==> src/rtl/gm_pkg.sv <==
// Shared constants for the stone sprite drawer: RAM word layout, type colours, screen limits.
// Latency: n/a (types, constants and a pure colour lookup only).
// Backpressure: n/a.
package gm_pkg;

    // Stone-RAM word field positions
    localparam int X_MSB    = 31;
    localparam int X_LSB    = 23;
    localparam int Y_MSB    = 18;
    localparam int Y_LSB    = 11;
    localparam int TYPE_MSB = 3;
    localparam int TYPE_LSB = 2;
    localparam int VIS_BIT  = 1;
    localparam int MOVE_BIT = 0;

    // Stone type codes
    localparam logic [1:0] TYPE_0 = 2'b00;
    localparam logic [1:0] TYPE_1 = 2'b01;
    localparam logic [1:0] TYPE_2 = 2'b10;
    localparam logic [1:0] TYPE_3 = 2'b11;

    // Pixel colours
    localparam logic [2:0] COL_ERASE = 3'b000;
    localparam logic [2:0] COL_TYPE0 = 3'b111;
    localparam logic [2:0] COL_TYPE1 = 3'b110;
    localparam logic [2:0] COL_TYPE2 = 3'b011;

    // Visible screen and default sprite edge
    localparam int SCREEN_W    = 320;
    localparam int SCREEN_H    = 240;
    localparam int DEFAULT_BOX = 16;

    typedef enum logic [2:0] {
        IDLE      = 3'd0,
        READ      = 3'd1,
        READ_WAIT = 3'd2,
        LATCH     = 3'd3,
        ERASE     = 3'd4,
        DRAW      = 3'd5,
        NEXT      = 3'd6,
        DONE      = 3'd7
    } state_t;

    // Types 2 and 3 share one colour
    function automatic logic [2:0] type_colour(input logic [1:0] t);
        case (t)
            TYPE_0:  return COL_TYPE0;
            TYPE_1:  return COL_TYPE1;
            TYPE_2:  return COL_TYPE2;
            default: return COL_TYPE2;
        endcase
    endfunction

endpackage

==> src/rtl/box_scanner.sv <==
// Walks a BOX x BOX square row-major from a base point, one pixel per cycle, with screen clipping.
// Latency: pixel (x, y, colour, plot) registered one cycle after its dx/dy counter value.
// Backpressure: none; the scan always runs to completion and clipped pixels still take their cycle.
module box_scanner
    import gm_pkg::*;
#(
    parameter int BOX = DEFAULT_BOX
) (
    input  logic       clock,
    input  logic       resetn,
    input  logic       start,
    input  logic [8:0] base_x,
    input  logic [7:0] base_y,
    input  logic [2:0] shade,
    output logic       busy,
    output logic       last,
    output logic [8:0] x,
    output logic [7:0] y,
    output logic [2:0] colour,
    output logic       plot
);

    localparam int            CW   = $clog2(BOX + 1);
    localparam logic [CW-1:0] EDGE = CW'(BOX - 1);

    logic [CW-1:0] dx;
    logic [CW-1:0] dy;
    logic [8:0]    bx;
    logic [7:0]    by;
    logic [2:0]    sh;
    logic [9:0]    px;
    logic [8:0]    py;
    logic          on_screen;

    // One extra bit so a sum past the coordinate range reads as off-screen instead of wrapping
    assign px        = {1'b0, bx} + 10'(dx);
    assign py        = {1'b0, by} + 9'(dy);
    assign on_screen = (px < 10'(SCREEN_W)) && (py < 9'(SCREEN_H));
    assign last      = busy && (dx == EDGE) && (dy == EDGE);

    // Scan counters: dx runs fastest, the scan ends after the bottom-right pixel
    always_ff @(posedge clock) begin
        if (!resetn) begin
            busy <= 1'b0;
            dx   <= '0;
            dy   <= '0;
            bx   <= '0;
            by   <= '0;
            sh   <= '0;
        end else if (start) begin
            busy <= 1'b1;
            dx   <= '0;
            dy   <= '0;
            bx   <= base_x;
            by   <= base_y;
            sh   <= shade;
        end else if (busy) begin
            if (dx == EDGE) begin
                dx <= '0;
                if (dy == EDGE) begin
                    busy <= 1'b0;
                end else begin
                    dy <= dy + 1'b1;
                end
            end else begin
                dx <= dx + 1'b1;
            end
        end
    end

    // Registered pixel port; plot only for on-screen pixels of an active scan
    always_ff @(posedge clock) begin
        if (!resetn) begin
            plot   <= 1'b0;
            x      <= '0;
            y      <= '0;
            colour <= '0;
        end else begin
            plot <= busy && on_screen;
            if (busy) begin
                x      <= px[8:0];
                y      <= py[7:0];
                colour <= sh;
            end
        end
    end

endmodule

==> src/rtl/stone_drawer.sv <==
// Periodically walks the stone RAM, erasing stale sprites and drawing visible ones as pixel writes.
// Latency: pass every FRAME_CLOCK cycles; RAM word latched two cycles after the address is set.
// Backpressure: none on pixels; draw_stone_flag stalls the rope controller's RAM access while a pass runs.
module stone_drawer
    import gm_pkg::*;
#(
    parameter int FRAME_CLOCK = 833_334,
    parameter int BOX         = DEFAULT_BOX
) (
    input  logic        clock,
    input  logic        resetn,
    input  logic        enable,
    input  logic [3:0]  quantity,
    input  logic [31:0] data,
    output logic        draw_stone_flag,
    output logic [3:0]  draw_index,
    output logic [8:0]  x,
    output logic [7:0]  y,
    output logic [2:0]  colour,
    output logic        plot,
    output logic        pass_done
);

    localparam int FW = $clog2(FRAME_CLOCK + 1);

    logic [FW-1:0] frame_cnt;
    logic          start_pass;

    state_t        state;
    state_t        state_nxt;
    logic [4:0]    index;

    // Last-drawn position per RAM entry, in flops so LATCH can decide in the same cycle
    logic [8:0]    shadow_x [16];
    logic [7:0]    shadow_y [16];
    logic [15:0]   drawn;

    logic [8:0]    new_x;
    logic [7:0]    new_y;
    logic [1:0]    new_type;
    logic          new_vis;

    logic [8:0]    data_x;
    logic [7:0]    data_y;
    logic [1:0]    data_type;
    logic          data_vis;
    logic          idx_over;
    logic          need_erase;

    logic          scan_start;
    logic [8:0]    scan_x;
    logic [7:0]    scan_y;
    logic [2:0]    scan_shade;
    logic          scan_busy;
    logic          scan_last;
    logic          scan_end;
    logic          unused_bits;

    assign data_x      = data[X_MSB:X_LSB];
    assign data_y      = data[Y_MSB:Y_LSB];
    assign data_type   = data[TYPE_MSB:TYPE_LSB];
    assign data_vis    = data[VIS_BIT];
    assign unused_bits = ^{data[22:19], data[10:4], data[MOVE_BIT]};

    assign start_pass  = enable && (frame_cnt >= FW'(FRAME_CLOCK - 1));
    assign idx_over    = index >= {1'b0, quantity};
    assign need_erase  = drawn[index[3:0]] &&
                         (!data_vis || (data_x != shadow_x[index[3:0]]) ||
                          (data_y != shadow_y[index[3:0]]));
    // A scan that is no longer busy also counts as finished, so the FSM can never wait forever
    assign scan_end    = scan_last || !scan_busy;

    // Frame pacing: free-running while enabled, restarts on every start request even mid-pass
    always_ff @(posedge clock) begin
        if (!resetn || !enable) begin
            frame_cnt <= '0;
        end else if (start_pass) begin
            frame_cnt <= '0;
        end else begin
            frame_cnt <= frame_cnt + 1'b1;
        end
    end

    // State register
    always_ff @(posedge clock) begin
        if (!resetn) begin
            state <= IDLE;
        end else begin
            state <= state_nxt;
        end
    end

    // Next-state logic; start requests outside IDLE are simply dropped
    always_comb begin
        state_nxt = state;
        case (state)
            IDLE:      if (start_pass) state_nxt = READ;
            READ:      state_nxt = READ_WAIT;
            READ_WAIT: state_nxt = LATCH;
            LATCH: begin
                if (idx_over)        state_nxt = DONE;
                else if (need_erase) state_nxt = ERASE;
                else if (data_vis)   state_nxt = DRAW;
                else                 state_nxt = NEXT;
            end
            ERASE:     if (scan_end) state_nxt = new_vis ? DRAW : NEXT;
            DRAW:      if (scan_end) state_nxt = NEXT;
            NEXT:      state_nxt = (index == 5'd15) ? DONE : READ;
            DONE:      state_nxt = IDLE;
            default:   state_nxt = IDLE;
        endcase
    end

    // Scanner launch: erase at the old spot first, then draw straight after at the new one
    always_comb begin
        scan_start = 1'b0;
        scan_x     = new_x;
        scan_y     = new_y;
        scan_shade = type_colour(new_type);
        case (state)
            LATCH: begin
                if (!idx_over && need_erase) begin
                    scan_start = 1'b1;
                    scan_x     = shadow_x[index[3:0]];
                    scan_y     = shadow_y[index[3:0]];
                    scan_shade = COL_ERASE;
                end else if (!idx_over && data_vis) begin
                    scan_start = 1'b1;
                    scan_x     = data_x;
                    scan_y     = data_y;
                    scan_shade = type_colour(data_type);
                end
            end
            ERASE:   scan_start = scan_end && new_vis;
            default: scan_start = 1'b0;
        endcase
    end

    // Pass bookkeeping: index walk, RAM address, latched entry, drawn bits and status flags
    always_ff @(posedge clock) begin
        if (!resetn) begin
            index           <= '0;
            draw_index      <= '0;
            drawn           <= '0;
            new_x           <= '0;
            new_y           <= '0;
            new_type        <= '0;
            new_vis         <= 1'b0;
            draw_stone_flag <= 1'b0;
            pass_done       <= 1'b0;
        end else begin
            draw_stone_flag <= (state_nxt != IDLE);
            pass_done       <= (state_nxt == DONE);
            if (state == IDLE) begin
                index <= '0;
            end
            if (state == READ) begin
                draw_index <= index[3:0];
            end
            if (state == LATCH) begin
                new_x    <= data_x;
                new_y    <= data_y;
                new_type <= data_type;
                new_vis  <= data_vis;
            end
            if (state == NEXT) begin
                drawn[index[3:0]] <= new_vis;
                index             <= index + 1'b1;
            end
        end
    end

    // Shadow positions need no reset: they are only consulted when the drawn bit is set
    always_ff @(posedge clock) begin
        if (resetn && (state == NEXT)) begin
            shadow_x[index[3:0]] <= new_x;
            shadow_y[index[3:0]] <= new_y;
        end
    end

    box_scanner #(
        .BOX(BOX)
    ) u_scan (
        .clock  (clock),
        .resetn (resetn),
        .start  (scan_start),
        .base_x (scan_x),
        .base_y (scan_y),
        .shade  (scan_shade),
        .busy   (scan_busy),
        .last   (scan_last),
        .x      (x),
        .y      (y),
        .colour (colour),
        .plot   (plot)
    );

endmodule
==> config.mk <==
export PLATFORM = sky130hd
export DESIGN_NAME = stone_drawer
export DESIGN_NICKNAME = d
export VERILOG_FILES = /design/src/rtl/gm_pkg.sv /design/src/rtl/box_scanner.sv /design/src/rtl/stone_drawer.sv
export SDC_FILE = /design/constraint.sdc
export NUM_CORES = 1
export LEC_CHECK = 0
export BUFFER_PORTS_ARGS = -buffer_cell sky130_fd_sc_hd__buf_2
export CAP_MARGIN = 20
export CORE_MARGIN = 8
export CORE_UTILIZATION = 55
export DETAILED_ROUTE_END_ITERATION = 12
export PLACE_DENSITY = 0.68
export SYNTH_ARGS = -nofsm -noshare
export SYNTH_HDL_FRONTEND = slang
export SYNTH_SLANG_ARGS = --single-unit
==> constraint.sdc <==
create_clock -name clock -period 3.5 [get_ports clock]
set_input_delay 0.35 -clock clock [delete_from_list [all_inputs] [get_ports clock]]
set_output_delay 0.35 -clock clock [all_outputs]
set_load 0.005 [all_outputs]
==> tab_implementation.tex <==
\begin{tabular}{lr}
\hline
Metric & Value \\
\hline
\multicolumn{2}{l}{\textbf{Run}} \\
\quad Max-capacitance violation count & 0 \\
\multicolumn{2}{l}{\textbf{Synth}} \\
\quad Largest family of logic cells by synthesized area & multiplexers \\
\quad Synthesized area per cell & 13.16 um\^{}2 \\
\quad Post-synthesis adder-cell area fraction & 1.978\% \\
\quad FFs w/ async S/R, synth & 0\% \\
\quad Mapped Area & 17830 um\^{}2 \\
\quad Synthesized-area fraction occupied by and/or/nand/nor cells & 10.14\% \\
\quad Synth Area in XOR/XNOR & 1.908\% \\
\quad Post-synth top area cell & sky130\_fd\_sc\_hd\_\_edfxtp\_1 \\
\quad Predominant post-synthesis flop cell & sky130\_fd\_sc\_hd\_\_edfxtp\_1 \\
\quad Net count after synthesis & 1421 \\
\quad Compound-gate portion of the synthesized area & 10.18\% \\
\quad Fraction of post-synthesis cell area in the top cell type by area & 45.80\% \\
\quad Synthesis Warnings & 0 \\
\quad Sequential-to-total area share from yosys stat & 59.94\% \\
\quad Unique masters post-synth & 85 \\
\quad Biggest area contributors in the synthesized netlist & sky130\_fd\_sc\_hd\_\_edfxtp\_1 (46\%), sky130\_fd\_sc\_hd\_\_dfxtp\_1 (14\%), sky130\_fd\_sc\_hd\_\_mux2i\_1 (5.3\%), sky130\_fd\_sc\_hd\_\_mux4\_2 (5.2\%), sky130\_fd\_sc\_hd\_\_nand2\_1 (2.3\%) \\
\quad Post-synthesis instance total & 1355 \\
\quad Number of flip-flops and latches in the synthesized netlist & 398 \\
\quad Post-synth EDFFs & 272 \\
\quad Multiplexer share of the synthesized area & 12.64\% \\
\multicolumn{2}{l}{\textbf{Power and ir drop}} \\
\quad Proportion of power drawn by flip-flops and latches & 51.7\% \\
\quad Combinational group share of total power & 4.0\% \\
\quad Switching power share of the total & 21.10\% \\
\quad Internal power component & 0.007857 W \\
\quad Power density over the cells & 487.0 nW/um\^{}2 \\
\quad Leakage power & 7.039 nW \\
\quad Worst IR drop on VDD & 368.0 uV \\
\quad Fraction of power consumed by the clock network & 44.3\% \\
\quad Switching power & 0.002101 W \\
\multicolumn{2}{l}{\textbf{STA}} \\
\quad Final-report setup violation count & 0 \\
\quad Final Cycle Share & 97.77\% \\
\quad Transition time at the pin with the least slew margin & 856.9 ps \\
\quad Final Worst Setup Slack & 77.89 ps \\
\quad Shortest period the worst path allows & 3422 ps \\
\quad Max-slew headroom at the worst pin & 42.80\% \\
\quad Max Slew Vio Count & 0 \\
\quad Setup clock skew after layout & 14.39 ps \\
\quad Count of endpoints failing hold in the final timing report & 0 \\
\quad Upper clock frequency limit & 292.2 MHz \\
\multicolumn{2}{l}{\textbf{Cells and area}} \\
\quad Most frequent standard cell in the layout excluding fill and tap cells & sky130\_fd\_sc\_hd\_\_edfxtp\_1 \\
\quad Count of non-filler cells in the finished layout & 1907 \\
\quad Top library cells by usage in the layout, fill and taps aside & sky130\_fd\_sc\_hd\_\_edfxtp\_1 (272), sky130\_fd\_sc\_hd\_\_dfxtp\_1 (122), sky130\_fd\_sc\_hd\_\_nand2\_1 (107) \\
\quad Layout cell share with drive strength beyond 1 & 21.03\% \\
\quad Area growth, synth to finish & 14.64\% \\
\quad \# nets final & 1532 \\
\quad Final Core Density & 63.48\% \\
\quad Filler Cell Count & 2436 \\
\multicolumn{2}{l}{\textbf{Critical path}} \\
\quad Length in cells of the worst reg-to-reg path & 12 \\
\quad Largest stage delay on the critical path & 500 ps \\
\quad CP cell instances & buf\_4 -> buf\_4 -> mux4\_2 -> nand2b\_1 -> a22oi\_2 -> o32ai\_1 -> nor4b\_2 -> or4b\_4 -> buf\_4 -> o21ai\_4 -> mux2\_1 -> a21o\_1 \\
\quad Setup slack of the most critical reg-to-reg path & 80 ps \\
\quad Required time of the worst setup path & 3920 ps \\
\quad Data arrival, critical path & 3850 ps \\
\quad CP top delay family & simple AND/OR/NAND/NOR gates \\
\quad Setup Crit Path Kind & flop to flop \\
\quad Max FO, Critical Path & 6 \\
\quad Critical path's most frequent cell & sky130\_fd\_sc\_hd\_\_buf\_4 \\
\quad Number of buffer and inverter stages on the critical path & 3 \\
\quad Number of cells on the critical path & 12 \\
\quad Standard cell with the maximum stage delay on the critical path & sky130\_fd\_sc\_hd\_\_mux4\_2 \\
\quad Crit Reg-Reg Endpoint & u\_scan.by[2] \\
\quad Launching element type of the critical path & flop \\
\quad CP endpoint kind & flop \\
\quad Termination of the worst setup path & u\_scan.by[2] \\
\multicolumn{2}{l}{\textbf{Drt}} \\
\quad Via count & 11694 \\
\quad Iteration-0 DRC count of the detailed router & 1112 \\
\quad Aggregate routed wire length & 44120 um \\
\quad Antenna viol nets, final & 0 \\
\quad Detailed-route DRC error count & 0 \\
\quad Average wire per cell in the routed design & 23.13 um \\
\quad DR vias/cell & 6.132 \\
\quad Number of iterations in the first detailed-routing pass & 5 \\
\multicolumn{2}{l}{\textbf{Floorplan}} \\
\quad Site Rows & 66 \\
\quad Core Region & 32210 um\^{}2 \\
\quad I/O pin count & 66 \\
\quad Overall die area & 38450 um\^{}2 \\
\quad Die extent in x & 196.1 um \\
\quad Initial Utilization & 55.38\% \\
\quad Die Height & 196.1 um \\
\multicolumn{2}{l}{\textbf{GRT}} \\
\quad Global router's overall resource usage & 22.86\% \\
\quad Met3 usage & 3.530\% \\
\quad Number of global-route vias before repair & 11530 \\
\quad Grt peak-use layer & met2 \\
\quad GRT Residual Overflow & 0 \\
\quad Met2 GRT Util & 37.79\% \\
\quad Met1 layer usage reported by global route & 30.75\% \\
\quad First-pass GRT wire length & 67480 um \\
\quad Antenna violations before repair & 0 \\
\quad Pin count of the biggest net entering global routing & 101 \\
\multicolumn{2}{l}{\textbf{Placed design}} \\
\quad Hpwl dp & 28280 um \\
\quad Setup slack at placement & 6.744 ps \\
\quad Post-Place Cells & 1818 \\
\quad Number of buffer cells added on primary ports & 53 \\
\quad Gpl congestion & 0.8547 \\
\multicolumn{2}{l}{\textbf{Clocking}} \\
\quad Hold buffer count at cts & 0 \\
\quad Number of buffers created by CTS & 43 \\
\quad Root Buffer & sky130\_fd\_sc\_hd\_\_clkbuf\_16 \\
\quad Post-CTS clock slew at the launch and capture registers of the worst setup and hold paths & 60 ps \\
\quad Maximum clock insertion buffer count & 3 \\
\quad TritonCTS clock tree & yes \\
\quad Clock Latency Late Sink & 540 ps \\
\quad H-tree depth reported by CTS & 2 \\
\quad \# clock sinks & 398 \\
\multicolumn{2}{l}{\textbf{Status}} \\
\quad Outcome & completed \\
\multicolumn{2}{l}{\textbf{Worst hold path}} \\
\quad Kind of path behind the tightest hold check & input pin to flop \\
\hline
\end{tabular}
sequential cells by signal, summed over array words and instances (netlist names), 2 cells and up, named ones only:
register and cells:
draw_index 4, drawn 16, frame_cnt 20, index 5, new_type 2, new_x 9
new_y 8, shadow_x 144, shadow_y 128, state 3, u_scan.bx 9, u_scan.by 8
u_scan.colour 3, u_scan.dx 5, u_scan.dy 5, u_scan.sh 3, u_scan.x 9, u_scan.y 8
synthesized netlist by cell type, types with 6 or more instances:
cell type                  number
sky130_fd_sc_hd__edfxtp_1     272
sky130_fd_sc_hd__dfxtp_1      126
sky130_fd_sc_hd__nand2_1      107
sky130_fd_sc_hd__mux2i_1       95
sky130_fd_sc_hd__nor2_1        83
sky130_fd_sc_hd__o21ai_0       52
sky130_fd_sc_hd__clkbuf_1      46
sky130_fd_sc_hd__mux4_2        41
sky130_fd_sc_hd__a21boi_0      36
sky130_fd_sc_hd__nor2b_1       36
sky130_fd_sc_hd__inv_1         33
sky130_fd_sc_hd__nand3_1       27
sky130_fd_sc_hd__ha_1          25
sky130_fd_sc_hd__mux2_2        20
sky130_fd_sc_hd__a21oi_1       19
sky130_fd_sc_hd__xnor2_1       19
sky130_fd_sc_hd__xor2_1        18
sky130_fd_sc_hd__nand4_1       17
sky130_fd_sc_hd__buf_2         16
sky130_fd_sc_hd__nor3_1        16
sky130_fd_sc_hd__a31oi_1       15
sky130_fd_sc_hd__o211ai_1      15
sky130_fd_sc_hd__or3_1         14
sky130_fd_sc_hd__a22oi_1       13
sky130_fd_sc_hd__a21o_1        12
sky130_fd_sc_hd__nand2b_1      11
sky130_fd_sc_hd__o211a_1       11
sky130_fd_sc_hd__a221oi_1      10
sky130_fd_sc_hd__and3_1        10
sky130_fd_sc_hd__o22ai_1       10
sky130_fd_sc_hd__a22o_1         9
sky130_fd_sc_hd__buf_4          7
sky130_fd_sc_hd__buf_6          7
sky130_fd_sc_hd__a32oi_1        6
sky130_fd_sc_hd__buf_1          6
sky130_fd_sc_hd__nor3b_1        6
sky130_fd_sc_hd__nor4b_1        6
tightest hold or removal path: cells and delay by family:
kind / cells / cell delay (ps)
buffers and inverters: 1 / 110
AO/OA/AOI/OAI: 1 / 60
AND/OR/NAND/NOR: 1 / 40
kinds of logic (layout without fill, tap and decap cells):
logic type,Yosys count,count (layout)
other,0,1
AND/OR/NAND/NOR,361,361
flip-flops,398,398
multiplexers,163,163
AO/OA/AOI/OAI,250,250
adder cells (fa/ha/maj),27,27
XOR/XNOR,38,38
buffers and inverters,118,261
layout make-up:
type,instances,area [um^2],area share [%]
flip-flops and latches,398,10700,52.33
multi-input cells,839,6648,32.51
clock buffers,55,1164,5.691
repair buffers,150,1084,5.300
well taps,408,510.5,2.497
clock inverters,22,206.4,1.010
inverters,34,131.4,0.6426
diodes,1,2.502,0.01224
stage by stage:
stage / total power [W] / cell area (um^2) / setup TNS [ps] / hold WS (ps)
after global routing: 0.01025 / 20440 / -31.40 / 86.11
after global placement: 0.005631 / 18930 / 0 / 455.3
after CTS: 0.01003 / 20320 / 0 / 65.50
after detailed placement: 0.005640 / 18930 / 0 / 463.7
final: 0.009958 / 20450 / 0 / 84.05
after floorplan: 0.005486 / 17830 / 0 / 440.8
layer usage:
layer  up-vias  share of wire (%)
li1       5359                  -
met1      5805                 42
met2       439                 48
met3        91                6.8
met4         0                2.7
met5         -                  0
worst min path at each step:
| stage | from | end | cells after the start |
|---|---|---|---|
| final | data[2] | new_type[0] | 3 |
| after global routing | data[2] | new_type[0] | 3 |
| after CTS | data[2] | new_type[0] | 3 |
| after detailed placement | u_scan.x[1] | u_scan.x[1] | 1 |
| after global placement | u_scan.x[7] | u_scan.x[7] | 1 |
| after floorplan | u_scan.dx[4] | u_scan.dx[4] | 2 |
repair_timing:
action	CTS	global route
setup endpoints to repair	2	23
buffers inserted	1	10
pin swaps	0	2
resized for setup	1	14
power groups by stage:
stage | logic, W | clock network (W) | registers [W]
4_1_cts | 0.000392 | 0.00448 | 0.00515
5_1_grt | 0.000437 | 0.00466 | 0.00516
3_3_place_gp | 0.000384 | 0 | 0.00525
2_1_floorplan | 0.000283 | 0 | 0.00520
6_report | 0.000395 | 0.00441 | 0.00515
3_5_place_dp | 0.000389 | 0 | 0.00525
Power figures use the tool's default switching activity.
